<file path="config.mk">
export PLATFORM = sky130hd
export DESIGN_NAME = wb_host_master_flat
export DESIGN_NICKNAME = d
export VERILOG_FILES = /design/src/rtl/wb_host_master_if.sv /design/src/rtl/wb_host_master.sv /design/src/flat_wrapper.sv
export SDC_FILE = /design/constraint.sdc
export NUM_CORES = 1
export LEC_CHECK = 0
export ABC_AREA = 1
export BUFFER_PORTS_ARGS = -buffer_cell sky130_fd_sc_hd__buf_2
export CAP_MARGIN = 15
export CORE_MARGIN = 4
export CORE_UTILIZATION = 40
export CTS_CLUSTER_DIAMETER = 80
export DETAILED_ROUTE_END_ITERATION = 7
export PLACE_DENSITY = 0.68
export SYNTH_ARGS = -nofsm -noshare
export SYNTH_HDL_FRONTEND = slang
export SYNTH_SLANG_ARGS = --single-unit
</file>
<file path="constraint.sdc">
create_clock -name wb_clk_i -period 1.9 [get_ports wb_clk_i]
set_input_delay 0.095 -clock wb_clk_i [delete_from_list [all_inputs] [get_ports wb_clk_i]]
set_output_delay 0.095 -clock wb_clk_i [all_outputs]
set_load 0.1 [all_outputs]
</file>
<file path="src/rtl/wb_host_master_if.sv">
// Command/response and Wishbone classic bus bundle for wb_host_master.
// master = the host bridge, slave = the environment driving it.
interface wb_host_master_if;
    logic        cmd_valid_i;
    logic        cmd_ready_o;
    logic        cmd_we_i;
    logic [31:0] cmd_adr_i;
    logic [31:0] cmd_dat_i;
    logic [3:0]  cmd_sel_i;
    logic        rsp_valid_o;
    logic        rsp_ready_i;
    logic [31:0] rsp_dat_o;
    logic        rsp_err_o;
    logic        wbm_cyc_o;
    logic        wbm_stb_o;
    logic        wbm_we_o;
    logic [31:0] wbm_adr_o;
    logic [31:0] wbm_dat_o;
    logic [3:0]  wbm_sel_o;
    logic [31:0] wbm_dat_i;
    logic        wbm_ack_i;

    modport master (
        input  cmd_valid_i, cmd_we_i, cmd_adr_i, cmd_dat_i, cmd_sel_i,
        input  rsp_ready_i, wbm_dat_i, wbm_ack_i,
        output cmd_ready_o, rsp_valid_o, rsp_dat_o, rsp_err_o,
        output wbm_cyc_o, wbm_stb_o, wbm_we_o,
        output wbm_adr_o, wbm_dat_o, wbm_sel_o
    );

    modport slave (
        output cmd_valid_i, cmd_we_i, cmd_adr_i, cmd_dat_i, cmd_sel_i,
        output rsp_ready_i, wbm_dat_i, wbm_ack_i,
        input  cmd_ready_o, rsp_valid_o, rsp_dat_o, rsp_err_o,
        input  wbm_cyc_o, wbm_stb_o, wbm_we_o,
        input  wbm_adr_o, wbm_dat_o, wbm_sel_o
    );
endinterface

</file>
<file path="src/rtl/wb_host_master.sv">
// Single-outstanding command to Wishbone classic master bridge
// with ack timeout and registered response.
module wb_host_master #(
    parameter int unsigned TIMEOUT_CYCLES = 255
) (
    input  logic              wb_clk_i,
    input  logic              wb_rst_ni,
    wb_host_master_if.master  bus
);

    typedef enum logic [1:0] {
        IDLE,
        BUS,
        RESP
    } state_t;

    localparam logic [15:0] LP_LAST = 16'(TIMEOUT_CYCLES - 1);

    state_t      r_state;
    logic [15:0] r_cnt;
    logic        r_cyc;
    logic        r_we;
    logic [31:0] r_adr;
    logic [31:0] r_dat;
    logic [3:0]  r_sel;
    logic        r_rsp_valid;
    logic [31:0] r_rsp_dat;
    logic        r_rsp_err;

    logic        w_ready;
    logic        w_tmo;

    // Gated by reset so ready is low while held in reset, high right after.
    assign w_ready = (r_state == IDLE) & wb_rst_ni;
    assign w_tmo   = (r_cnt == LP_LAST);

    always_ff @(posedge wb_clk_i or negedge wb_rst_ni) begin
        if (!wb_rst_ni) begin
            r_state     <= IDLE;
            r_cnt       <= '0;
            r_cyc       <= 1'b0;
            r_we        <= 1'b0;
            r_adr       <= '0;
            r_dat       <= '0;
            r_sel       <= '0;
            r_rsp_valid <= 1'b0;
            r_rsp_dat   <= '0;
            r_rsp_err   <= 1'b0;
        end else begin
            unique case (r_state)
                IDLE: begin
                    if (bus.cmd_valid_i) begin
                        r_we    <= bus.cmd_we_i;
                        r_adr   <= bus.cmd_adr_i;
                        r_dat   <= bus.cmd_we_i ? bus.cmd_dat_i : 32'h0;
                        r_sel   <= bus.cmd_sel_i;
                        r_cyc   <= 1'b1;
                        r_cnt   <= '0;
                        r_state <= BUS;
                    end
                end
                BUS: begin
                    // An ack on the final allowed cycle beats the timeout.
                    if (bus.wbm_ack_i) begin
                        r_cyc       <= 1'b0;
                        r_rsp_valid <= 1'b1;
                        r_rsp_dat   <= r_we ? 32'h0 : bus.wbm_dat_i;
                        r_rsp_err   <= 1'b0;
                        r_state     <= RESP;
                    end else if (w_tmo) begin
                        r_cyc       <= 1'b0;
                        r_rsp_valid <= 1'b1;
                        r_rsp_dat   <= 32'h0;
                        r_rsp_err   <= 1'b1;
                        r_state     <= RESP;
                    end else begin
                        r_cnt <= r_cnt + 16'd1;
                    end
                end
                RESP: begin
                    if (bus.rsp_ready_i) begin
                        r_rsp_valid <= 1'b0;
                        r_state     <= IDLE;
                    end
                end
                default: r_state <= IDLE;
            endcase
        end
    end

    assign bus.cmd_ready_o = w_ready;
    assign bus.rsp_valid_o = r_rsp_valid;
    assign bus.rsp_dat_o   = r_rsp_dat;
    assign bus.rsp_err_o   = r_rsp_err;
    assign bus.wbm_cyc_o   = r_cyc;
    assign bus.wbm_stb_o   = r_cyc;
    assign bus.wbm_we_o    = r_we;
    assign bus.wbm_adr_o   = r_adr;
    assign bus.wbm_dat_o   = r_dat;
    assign bus.wbm_sel_o   = r_sel;

endmodule

</file>
<file path="src/flat_wrapper.sv">
// flat-port wrapper written by rule: the top's interface ports become plain ports
module wb_host_master_flat 
#(
    parameter int unsigned TIMEOUT_CYCLES = 255
)
  (wb_clk_i, wb_rst_ni, bus_cmd_valid_i, bus_cmd_we_i, bus_cmd_adr_i, bus_cmd_dat_i, bus_cmd_sel_i, bus_rsp_ready_i, bus_wbm_dat_i, bus_wbm_ack_i, bus_cmd_ready_o, bus_rsp_valid_o, bus_rsp_dat_o, bus_rsp_err_o, bus_wbm_cyc_o, bus_wbm_stb_o, bus_wbm_we_o, bus_wbm_adr_o, bus_wbm_dat_o, bus_wbm_sel_o);
  wb_host_master_if bus_i ();
  input  logic wb_clk_i;
  input  logic wb_rst_ni;
  input wire logic [$bits(bus_i.cmd_valid_i)-1:0] bus_cmd_valid_i;
  input wire logic [$bits(bus_i.cmd_we_i)-1:0] bus_cmd_we_i;
  input wire logic [$bits(bus_i.cmd_adr_i)-1:0] bus_cmd_adr_i;
  input wire logic [$bits(bus_i.cmd_dat_i)-1:0] bus_cmd_dat_i;
  input wire logic [$bits(bus_i.cmd_sel_i)-1:0] bus_cmd_sel_i;
  input wire logic [$bits(bus_i.rsp_ready_i)-1:0] bus_rsp_ready_i;
  input wire logic [$bits(bus_i.wbm_dat_i)-1:0] bus_wbm_dat_i;
  input wire logic [$bits(bus_i.wbm_ack_i)-1:0] bus_wbm_ack_i;
  output wire logic [$bits(bus_i.cmd_ready_o)-1:0] bus_cmd_ready_o;
  output wire logic [$bits(bus_i.rsp_valid_o)-1:0] bus_rsp_valid_o;
  output wire logic [$bits(bus_i.rsp_dat_o)-1:0] bus_rsp_dat_o;
  output wire logic [$bits(bus_i.rsp_err_o)-1:0] bus_rsp_err_o;
  output wire logic [$bits(bus_i.wbm_cyc_o)-1:0] bus_wbm_cyc_o;
  output wire logic [$bits(bus_i.wbm_stb_o)-1:0] bus_wbm_stb_o;
  output wire logic [$bits(bus_i.wbm_we_o)-1:0] bus_wbm_we_o;
  output wire logic [$bits(bus_i.wbm_adr_o)-1:0] bus_wbm_adr_o;
  output wire logic [$bits(bus_i.wbm_dat_o)-1:0] bus_wbm_dat_o;
  output wire logic [$bits(bus_i.wbm_sel_o)-1:0] bus_wbm_sel_o;
  assign bus_i.cmd_valid_i = bus_cmd_valid_i;
  assign bus_i.cmd_we_i = bus_cmd_we_i;
  assign bus_i.cmd_adr_i = bus_cmd_adr_i;
  assign bus_i.cmd_dat_i = bus_cmd_dat_i;
  assign bus_i.cmd_sel_i = bus_cmd_sel_i;
  assign bus_i.rsp_ready_i = bus_rsp_ready_i;
  assign bus_i.wbm_dat_i = bus_wbm_dat_i;
  assign bus_i.wbm_ack_i = bus_wbm_ack_i;
  assign bus_cmd_ready_o = bus_i.cmd_ready_o;
  assign bus_rsp_valid_o = bus_i.rsp_valid_o;
  assign bus_rsp_dat_o = bus_i.rsp_dat_o;
  assign bus_rsp_err_o = bus_i.rsp_err_o;
  assign bus_wbm_cyc_o = bus_i.wbm_cyc_o;
  assign bus_wbm_stb_o = bus_i.wbm_stb_o;
  assign bus_wbm_we_o = bus_i.wbm_we_o;
  assign bus_wbm_adr_o = bus_i.wbm_adr_o;
  assign bus_wbm_dat_o = bus_i.wbm_dat_o;
  assign bus_wbm_sel_o = bus_i.wbm_sel_o;
  wb_host_master #(.TIMEOUT_CYCLES(TIMEOUT_CYCLES)) u_core (.wb_clk_i(wb_clk_i), .wb_rst_ni(wb_rst_ni), .bus(bus_i));
endmodule
</file>
Yosys cells after proc, flatten, opt, wreduce, memory -nomap -nowiden
Cells that the tools add are included.

storage, ports and cells
  register bits after elaboration = 122
  input bits = 106
  output and inout port bits = 106
  word-level logic and storage cells = 52

cells by class
  $add $sub $neg = 1
  equality and inequality tests = 8
  multiplexer cells = 22
  bitwise logic cells = 1
  reductions and logical operators = 10

operators with widths
  cell                                                                      count
  32-bit 2-to-1 mux                                                         4
  16-bit 2-to-1 mux                                                         3
  16-bit case mux with 2 select lines                                       1
  16-bit by 1-bit adder with 16-bit output (second input constant)          1
  16-bit by 8-bit == test with 1-bit output (second input constant)         1
  3-bit AND reduction                                                       3
  2-bit 2-to-1 mux                                                          4
  2-bit inequality test (second input constant)                             4
  1-bit 2-to-1 mux                                                          7
  2-bit case mux with 3 select lines                                        1
  2-bit nonzero test                                                        3
  1-bit case mux with 2 select lines                                        2
  2-bit AND reduction                                                       2
  4-bit AND reduction                                                       1
  3-bit by 2-bit inequality test with 1-bit output (second input constant)  1
  2-bit by 1-bit == test with 1-bit output (second input constant)          1
  2-bit == test (second input constant)                                     1
  2-bit zero test                                                           1
  1-bit bitwise AND                                                         1

Depth between registers and ports, before layout
  depth after elaboration = 4
  mapped depth = 10
  gate-level depth less buffers = 9

Worst setup path before layout
Ideal clock, no wire load.

  path kind = register to output
  start point = register u_core.r_state[1]
  end point = output bus_cmd_ready_o
  data arrival time = 2,681 ps
  data required time = 1,805 ps
  path slack = -876 ps
  cell stages (with the launch flop) = 2
  path buffers = 0
  cells stage by stage = dfrtp_1 > nor3b_1

between the ends
  word-level cells in the longest chain between the ends = 2

ends and longest elaborated chain
  what                    RTL line              text
  from (decl)             wb_host_master.sv:19  state_t r_state;
  from (signal assigned)  wb_host_master.sv:39  r_state <= IDLE;
  from (signal assigned)  wb_host_master.sv:59  r_state <= BUS;
  from (signal assigned)  wb_host_master.sv:69  r_state <= RESP;
  2-bit zero test         wb_host_master.sv:34  assign w_ready = (r_state == IDLE) & wb_rst_ni;
  1-bit bitwise AND       wb_host_master.sv:34
  to (decl)               flat_wrapper.sv:18    output wire logic [$bits(bus_i.cmd_ready_o)-1:0] bus_cmd_ready_o;

Every way passes these cells.

Final worst setup path
  start point = register u_core.r_cnt[0]
  end point = register u_core.r_cyc (netlist: u_core.bus.wbm_cyc_o)

between the ends
  word-level cells in the longest chain between the ends = 3

ends and longest elaborated chain
  what                                                        RTL line              text
  from (decl)                                                 wb_host_master.sv:20  logic [15:0] r_cnt;
  from (signal assigned)                                      wb_host_master.sv:77  r_cnt <= r_cnt + 16'd1;
  16-bit by 8-bit == test with 1-bit output                   wb_host_master.sv:35  assign w_tmo = (r_cnt == LP_LAST);
  3-bit by 2-bit inequality test with 1-bit output (no line)  --
  3-bit AND reduction (no line)                               --
  to (signal assigned)                                        wb_host_master.sv:41  r_cyc <= 1'b0;
  to (signal assigned)                                        wb_host_master.sv:57  r_cyc <= 1'b1;
  to (signal assigned)                                        wb_host_master.sv:65  r_cyc <= 1'b0;
  to (decl)                                                   wb_host_master.sv:21  logic r_cyc;

Every way passes these cells.
A chain may end at the register's enable or synchronous reset.

==> results.json <==
{
  "grt_pass1_vias": 5198,
  "yosysTopAreaCellShare_pct": 56.6,
  "synthToLayoutAreaGrowth_pct": 52.8,
  "yosysSeqAreaShare_pct": 56.6,
  "clockBufferDepth": 2,
  "cp_cell_sequence": "inv_1 > ha_1 > nand2_1 > nor2_1 > nand3_4 > buf_12 > nand3_1 > nand2_1",
  "synth_nets": 764,
  "path_clk_slew_ns": 0.05,
  "rows": 42,
  "dp_hpwl_um": 9870,
  "critPathMaxStageDelay_ns": 0.40,
  "numCtsBuffers": 17,
  "grt_overflow": 0,
  "wl_um": 16200,
  "endpoint_kind": "register",
  "ys_ff_latch": 122,
  "final_nets": 1069,
  "drt_first_iter_violations": 334,
  "nFillCells": 1089,
  "place.gp.congestion": 0.857,
  "die_w_um": 124,
  "worstMarginPinSlew_ns": 0.650,
  "slowest_stage": "dfrtp_1",
  "synthArstFlopShare_pct": 100,
  "vias_per_cell": 4.72,
  "fmax_ghz": 0.604,
  "avgSynthCellArea_um2": 8.22,
  "coreArea_um2": 13200,
  "drv_cap": 0,
  "initial_utilization_pct": 40.7,
  "fin_hold_ws_ns": 0.0213,
  "worst-path-stages": 8,
  "finalHoldViolations": 0,
  "yosys-top-cells-area": "dfrtp_1, nand2_1, nand3_1, o21ai_0, nor2_1",
  "die_h_um": 124,
  "layout_min_cycle_time_ns": 1.65,
  "syn_area_um2": 5390,
  "cp.required_ns": 2.19,
  "cts_tree": "yes",
  "holdPathStages": 5,
  "busiest_layer": "met2",
  "fin_tns_setup_ns": 0,
  "period_share_pct": 87.1,
  "run_status": "completed",
  "cp_num_buf_inv": 2,
  "synth_edf_count": 0,
  "grt_pass1_wl_um": 25500,
  "io_buffers": 211,
  "die-area_um2": 15400,
  "yosys.area.top_type": "dfrtp_1",
  "ys.warnings.count": 0,
  "gr-usage-met3_pct": 6.99,
  "cp_top_family": "simple AND/OR/NAND/NOR gates",
  "crit_path_frequent_cell": "nand2_1",
  "clock_skew_ns": 0.00880,
  "wire_per_inst_um": 14.1,
  "yosys_most_used_dff": "dfrtp_1",
  "cts.sinks": 122,
  "grt_util_met2_pct": 32.6,
  "vias": 5427,
  "worstHoldPathType": "input port to register",
  "antenna_found_initial": 1,
  "reg2reg_from": "u_core.r_cnt[0]",
  "cp-start-kind": "register",
  "cts_resized": 0,
  "insertion_delay_ns": 0.41,
  "first_pass_iters": 5,
  "setup.worst_path.start": "u_core.r_cnt[0]",
  "grt_max_degree": 123,
  "boundaryPins": 212,
  "drc": 0,
  "critPathArrivalTime_ns": 1.95,
  "grt_usage_pct": 21.1,
  "setup_viol": 0,
  "cts-root-buf": "clkbuf_16",
  "htree_levels": 4,
  "hp-start": "bus_wbm_dat_i[7]",
  "rsz0062_at_grt": "no",
  "synth_cell_types": 27,
  "critPathMaxFanout": 21,
  "synthCells": 656,
  "worstSetupPathType": "register to register",
  "drive_above_1_share_pct": 27.2,
  "relSlewSlack_pct": 56.7,
  "slew_viol_final": 0,
  "ff2ff_path_depth": 8,
  "grt_use_met1_pct": 26.9,
  "drtAntennaViolNets": 0
}
## flip-flops by register name, indices dropped and copies added, names as in the netlist, 2 cells and up
signal                flops
u_core.bus.wbm_sel_o      4
u_core.bus.rsp_dat_o     32
u_core.bus.wbm_dat_o     32
u_core.r_state            2
u_core.bus.wbm_adr_o     32
u_core.r_cnt             16
## metal layers
layer  routed length, µm  part of all wire (%)  vias up
met2                7570                    47      229
li1                    -                     -     2677
met5                   0                     0        -
met3                1270                   7.8       57
met1                6830                    42     2464
met4                 568                   3.5        0
## through the flow
step / worst slack, ns / util (%) / cells / instance area, µm²
6_report: 0.245 / 62.2 / 1151 / 8230
5_1_grt: 0.0794 / 62.2 / 1151 / 8230
3_3_place_gp: 0.267 / 49.9 / 1017 / 6610
2_1_floorplan: 0.121 / - / 656 / 5400
4_1_cts: 0.229 / 62.2 / 1150 / 8230
3_5_place_dp: 0.239 / 49.9 / 1017 / 6610
## path summary, 6_finish.rpt
kind,to,slack [ns]
hold reg to reg,u_core.bus.wbm_sel_o[2],0.47
min in group asynchronous,u_core.r_cnt[1],0.37
hold / removal,u_core.bus.rsp_dat_o[7],0.02
max in group asynchronous,u_core.bus.rsp_dat_o[20],1.02
setup / recovery,u_core.bus.wbm_cyc_o,0.25
setup reg to reg,u_core.bus.wbm_cyc_o,0.25
## cell type report
| cell class | instances | area, µm² | area share, % |
|---|---|---|---|
| flip-flops and latches | 122 | 3050 | 37.1 |
| repair buffers | 321 | 2200 | 26.7 |
| multi-input cells | 464 | 2010 | 24.4 |
| clock buffers | 22 | 474 | 5.76 |
| well taps | 176 | 220 | 2.67 |
| clock inverters | 10 | 140 | 1.70 |
| inverters | 35 | 131 | 1.60 |
| diodes | 1 | 2.50 | 0.0304 |
## cell families (layout without fill, tap and decap cells)
family / count (synthesis) / in the layout / share of synthesized area [%]
fa+ha+maj: 2 / 2 / 0.464
compound gates: 54 / 54 / 5.11
simple gates: 406 / 406 / 31.2
buf+inv: 70 / 388 / 6.24
xor+xnor: 2 / 2 / 0.325
flops: 122 / 122 / 56.6
other cells: 0 / 1 / 0
## worst min-delay path, stage by stage
cell and delay (ns):
buf_2 0.10, inv_1 0.05, nor2_1 0.04, nand2_1 0.05
nand2_1 0.04
## placed cells by master, fill, tap and decap left out, types with 2 or more instances in the layout
master	netlist	layout
a21oi_1	9	9
buf_12	0	5
buf_2	14	209
buf_4	9	6
bufinv_16	0	3
clkbuf_1	9	2
clkbuf_16	0	17
clkbuf_8	0	3
clkinv_1	2	2
clkinv_2	0	2
clkinvlp_4	0	3
dfrtp_1	122	122
dlygate4sd3_1	0	101
ha_1	2	2
inv_1	31	31
inv_2	2	2
nand2_1	282	282
nand2_2	5	4
nand2_4	1	2
nand3_1	63	63
nand4_1	4	4
nor2_1	41	41
nor2_2	4	4
nor3_1	2	2
o21ai_0	39	39
o21ai_1	4	4
xor2_1	2	2
## repair_timing
item | 4_1_cts | 5_1_grt
hold buffers | 101 | 0
setup buffers | 0 | 0
hold endpoints to repair | 223 | 0
## cells in the mapped netlist, types with 2 or more instances
cell / count
a21oi_1: 9
buf_2: 14
buf_4: 9
buf_6: 3
clkbuf_1: 9
clkinv_1: 2
dfrtp_1: 122
ha_1: 2
inv_1: 31
inv_2: 2
nand2_1: 282
nand2_2: 5
nand3_1: 63
nand4_1: 4
nor2_1: 41
nor2_2: 4
nor3_1: 2
o21ai_0: 39
o21ai_1: 4
xor2_1: 2
Power is left out: the tool's default activity adds up to more than one toggle a clock period on the data nets, which glitch-free logic cannot reach.
